===== config.mk =====
export PLATFORM = sky130hd
export DESIGN_NAME = seq_divider_16
export DESIGN_NICKNAME = d
export VERILOG_FILES = /design/src/rtl/seq_divider_16.sv
export SDC_FILE = /design/constraint.sdc
export NUM_CORES = 1
export LEC_CHECK = 0
export ABC_AREA = 0
export CAP_MARGIN = 25
export CELL_PAD_IN_SITES_DETAIL_PLACEMENT = 0
export CELL_PAD_IN_SITES_GLOBAL_PLACEMENT = 1
export CORE_UTILIZATION = 43
export DETAILED_ROUTE_END_ITERATION = 8
export MAX_ROUTING_LAYER = met4
export PLACE_DENSITY_LB_ADDON = 0.08
export SYNTH_ARGS = -nofsm -noshare
export SYNTH_HDL_FRONTEND = slang
export SYNTH_SLANG_ARGS = --single-unit

===== constraint.sdc =====
create_clock -name clk -period 3 [get_ports clk]
set_clock_uncertainty 0.1 [all_clocks]
set_input_delay 0.45 -clock clk [delete_from_list [all_inputs] [get_ports clk]]
set_output_delay 0.45 -clock clk [all_outputs]
set_load 0.005 [all_outputs]

===== src/rtl/seq_divider_16.sv =====
// Multi-cycle unsigned restoring divider producing quotient (LO) and remainder (HI) for DIVU.
// One trial subtraction per cycle; results are registered and held until the next divide completes.
module seq_divider_16 #(
    parameter int WIDTH = 16
) (
    input  logic             clk,
    input  logic             rst_n,
    input  logic             start,
    input  logic [WIDTH-1:0] dividend,
    input  logic [WIDTH-1:0] divisor,
    output logic             busy,
    output logic             done,
    output logic [WIDTH-1:0] quotient,
    output logic [WIDTH-1:0] remainder,
    output logic             div_by_zero
);

    localparam int CNT_W = (WIDTH > 1) ? $clog2(WIDTH) : 1;

    typedef enum logic [1:0] {
        IDLE = 2'd0,
        RUN  = 2'd1,
        ZERO = 2'd2,
        FIN  = 2'd3
    } state_t;

    state_t             state_q, state_d;
    logic [CNT_W-1:0]   count_q, count_d;
    logic [WIDTH-1:0]   divisor_q, divisor_d;
    logic [WIDTH-1:0]   rem_q, rem_d;
    logic [WIDTH-1:0]   quo_q, quo_d;
    logic               zero_q, zero_d;
    logic [WIDTH-1:0]   quotient_q, quotient_d;
    logic [WIDTH-1:0]   remainder_q, remainder_d;
    logic               done_q, done_d;
    logic               dbz_q, dbz_d;

    logic [WIDTH:0]     trial;
    logic [WIDTH:0]     diff;

    assign trial = {rem_q, quo_q[WIDTH-1]};
    assign diff  = trial - {1'b0, divisor_q};

    always_ff @(posedge clk or negedge rst_n) begin
        if (!rst_n) begin
            state_q     <= IDLE;
            count_q     <= '0;
            divisor_q   <= '0;
            rem_q       <= '0;
            quo_q       <= '0;
            zero_q      <= 1'b0;
            quotient_q  <= '0;
            remainder_q <= '0;
            done_q      <= 1'b0;
            dbz_q       <= 1'b0;
        end else begin
            state_q     <= state_d;
            count_q     <= count_d;
            divisor_q   <= divisor_d;
            rem_q       <= rem_d;
            quo_q       <= quo_d;
            zero_q      <= zero_d;
            quotient_q  <= quotient_d;
            remainder_q <= remainder_d;
            done_q      <= done_d;
            dbz_q       <= dbz_d;
        end
    end

    // FIN publishes the working registers and can accept a new divide in the same cycle,
    // so completion of the old result and loading of new operands share one edge.
    always_comb begin
        state_d     = state_q;
        count_d     = count_q;
        divisor_d   = divisor_q;
        rem_d       = rem_q;
        quo_d       = quo_q;
        zero_d      = zero_q;
        quotient_d  = quotient_q;
        remainder_d = remainder_q;
        done_d      = 1'b0;
        dbz_d       = dbz_q;

        case (state_q)
            IDLE, FIN: begin
                if (state_q == FIN) begin
                    quotient_d  = quo_q;
                    remainder_d = rem_q;
                    dbz_d       = zero_q;
                    done_d      = 1'b1;
                    state_d     = IDLE;
                end else if (start) begin
                    dbz_d = 1'b0;
                end

                if (start) begin
                    divisor_d = divisor;
                    if (divisor != '0) begin
                        state_d = RUN;
                        count_d = CNT_W'(WIDTH - 1);
                        rem_d   = '0;
                        quo_d   = dividend;
                        zero_d  = 1'b0;
                    end else begin
                        state_d = ZERO;
                        rem_d   = dividend;
                        quo_d   = '1;
                        zero_d  = 1'b1;
                    end
                end
            end

            RUN: begin
                if (!diff[WIDTH]) begin
                    rem_d = diff[WIDTH-1:0];
                    quo_d = {quo_q[WIDTH-2:0], 1'b1};
                end else begin
                    rem_d = trial[WIDTH-1:0];
                    quo_d = {quo_q[WIDTH-2:0], 1'b0};
                end
                if (count_q == '0) begin
                    state_d = FIN;
                end else begin
                    count_d = count_q - 1'b1;
                end
            end

            ZERO: begin
                state_d = FIN;
            end

            default: begin
                state_d = IDLE;
            end
        endcase
    end

    assign busy        = (state_q == RUN) || (state_q == ZERO);
    assign done        = done_q;
    assign quotient    = quotient_q;
    assign remainder   = remainder_q;
    assign div_by_zero = dbz_q;

endmodule

==> run metrics, run 1 <==
max-cap viol count 0; top post-synthesis cells by area dfrtp_1, mux2_2, o21ai_0, ha_1, nand2_1; fin nets 592; CP startpoint kind register; Synth Register Bits 89; Synth Instances 465; Clock Sinks 89; Synth Area per Inst 10.3 um2; die area 11,500 um2; vias in the first global route 3,625; I/O pin count 70; initial drt markers 150; die width 107 um; syn nets 520; sequential-to-total area share from yosys stat 46.6%; Core ar. 10,800 um2; GPL Wtd Cong 0.797; most frequent cell after synthesis dfrtp_1; Inserted Diodes 0; Clk network pwr share 12.6%; FF/Latch Area 2230 um2; reg-to-reg slack, setup 0.20 ns; leakage power 2.63 nW; CP Max Fanout 20; Worst Reg2Reg Path Length in Cells 10; total gr overflow 0; Rel. slew slack 56.6%; R2R Path End rem_q[0]; share of the synthesized area in the top cell type 46.6%; cell class contributing the biggest share of worst-path delay compound AO/OA/AOI/OAI gates; filler instances 1,013; CTS Hold Bufs 0; CP max stage delay 0.40 ns; top cells by count, synth dfrtp_1, o21ai_0, mux2_2; DR vias 3,667; WL final 10.9 mm; Die Ht 107 um; Seq pwr share 30.3%; Synth Cell Area 4770 um2; arrival time worst endpoint 3.00 ns; CP max-delay cell dfrtp_1; DRT Pass-1 Iters 6; PwrDens 1180 nW/um2; Setup TNS 0 ns; first-pass GRT wire length 18.3 mm; Post-CTS Setup Bufs 0; Yosys cell types 51; switching share of total power 40.2%; IO Port Bufs 69; Critical path origin divisor_q[0]; Root Driver clkbuf_8; PostCTS Resize Cnt 0; P&R area growth vs syn 23.7%; initial antenna violation count 0; kind of critical path register to register; leading area contributor after synthesis dfrtp_1; failing checks negative hold slack; # DRC 0; Net Sw Power 2.80 mW; Final Max Tran Viols 0; ys flop type dfrtp_1; outcome complete, but fails checks; area taken by multi-input logic gates 2360 um2; row cnt 38; worst slew pin tran 0.647 ns; Post-synth EDFFs 0; Max Fclk 0.358 GHz; Hold/Removal Path Class input port to asynchronous set/reset pin; Worst VDD drop 0.000527 V; largest net degree at the start of global routing 90; CP required 3.21 ns; DR WL/cell 16.0 um; post-DP HPWL 7.92 mm; post-route antenna net violation count 0; Synthesis Warnings 0; Async S/R FF share, synth 100%; RR Startpoint divisor_q[0]; P_int 4.16 mW; deepest clock path buffer count 2; worst-path cell chain ha_1 -> fa_1 -> nand2b_1 -> a21o_1 -> a31oi_2 -> a41oi_2 -> xnor2_2 -> buf_12 -> mux2_4 -> o21ai_2; WHS -0.0509 ns; Clk pin slew, worst setup/hold paths 0.10 ns; Num CTS Buffers 9; TritonCTS clock tree yes; vias per cell 5.38; RSZ-0062 raised after global routing false; critical path buffer and inverter count 1; clk_lat worst skew 0.38 ns; fraction of layout cells with a size suffix above 1 17.7%; GRT Resource Usage Total 20.9%; final period utilization 93.2%; Setup violations, final 0; Worst Setup End Kind register; endpoints failing hold 16; min Tclk post-route 2.80 ns; H-tree depth 3; Comb power frac 57.0%; Initial Utilization 44.0%
## worst max-delay path by stage
| stage | cells past startpoint | end | slack [ns] |
|---|---|---|---|
| 2_1_floorplan | 10 | rem_q[0] | 0.38 |
| 3_3_place_gp | 11 | rem_q[0] | 0.25 |
| 3_5_place_dp | 10 | rem_q[0] | 0.21 |
| 4_1_cts | 10 | rem_q[0] | 0.18 |
| 5_1_grt | 10 | rem_q[0] | 0.07 |
| 6_report | 10 | rem_q[0] | 0.20 |
## registers in the layout, indices dropped and copies added, names as in the netlist
name,flops
count_q,4
div_by_zero,1
divisor_q,16
done,1
quo_q,16
quotient,16
rem_q,16
remainder,16
state_q,2
zero_q,1
## metrics by stage
stage | util (%) | instance area (um2) | std cells | power, mW | worst slack (ns)
CTS | 54.5 | 5910 | 682 | 7.01 | 0.181
global placement | 52.7 | 5710 | 666 | 6.05 | 0.251
finish | 54.5 | 5910 | 682 | 6.96 | 0.204
global route | 54.5 | 5910 | 682 | 7.56 | 0.0716
floorplan | - | 4770 | 465 | 4.79 | 0.383
detailed placement | 52.7 | 5710 | 666 | 6.12 | 0.214
## cells in the final DEF, fill, tap and decap left out, types with 13 or more instances in the layout
| cell | netlist | layout |
|---|---|---|
| o21ai_1 | 13 | 13 |
| or3_1 | 17 | 17 |
| clkdlybuf4s50_1 | 0 | 68 |
| dfrtp_1 | 89 | 89 |
| a22oi_1 | 15 | 15 |
| mux2_2 | 49 | 49 |
| nand2_1 | 41 | 41 |
| buf_4 | 1 | 15 |
| nor2_1 | 16 | 16 |
| inv_1 | 25 | 25 |
| a21oi_1 | 19 | 19 |
| ha_1 | 19 | 19 |
| o21ai_0 | 52 | 52 |
## kinds of logic (layout without fill, tap and decap cells)
family / after synthesis / in the layout / synth area share [%]
compound gates: 132 / 132 / 16.9
xor+xnor: 14 / 14 / 2.57
fa+ha+maj: 20 / 20 / 5.40
buf+inv: 50 / 127 / 4.19
flops: 89 / 89 / 46.6
mux: 62 / 62 / 14.5
simple gates: 98 / 98 / 9.77
## power by group through the flow
stage          sequential (mW)  clock [mW]  combinational (mW)
6_report                  2.11       0.878                3.97
5_1_grt                   2.19       0.936                4.43
4_1_cts                   2.12       0.895                4.00
3_5_place_dp              2.14           0                3.98
3_3_place_gp              2.12           0                3.93
2_1_floorplan             2.05           0                2.74
## final cells by class
cell class                      instances  share of cell area, %
Timing Repair Buffer                   86                   14.4
Sequential cell                        89                   37.7
Tap cell                              140                   2.96
Clock buffer                           10                   2.16
Multi-Input combinational cell        326                   39.9
Clock inverter                          6                   1.23
Inverter                               25                   1.59
## worst register-to-register path, stage by stage (launching register included)
cell	delay, ns
dfrtp_1	0.40
ha_1	0.22
fa_1	0.39
nand2b_1	0.17
a21o_1	0.20
a31oi_2	0.25
a41oi_2	0.18
xnor2_2	0.20
buf_12	0.20
mux2_4	0.32
o21ai_2	0.10
## per-layer routing
layer	routed length [um]	track usage (%)
met3	360	3.21
met5	0	-
met1	5530	28.6
met2	4870	31.7
met4	181	7.63
Power figures use the tool's default switching activity.
==> inputs of run 2 (changes only) <==
--- a/config.mk
+++ b/config.mk
@@ -6,7 +6,6 @@
 export NUM_CORES = 1
 export LEC_CHECK = 0
 export ABC_AREA = 0
-export CAP_MARGIN = 25
 export CELL_PAD_IN_SITES_DETAIL_PLACEMENT = 0
 export CELL_PAD_IN_SITES_GLOBAL_PLACEMENT = 1
 export CORE_UTILIZATION = 43
==> results of run 2 <==
Same layout as run 1: the final DEF is identical, and so are final timing and power.
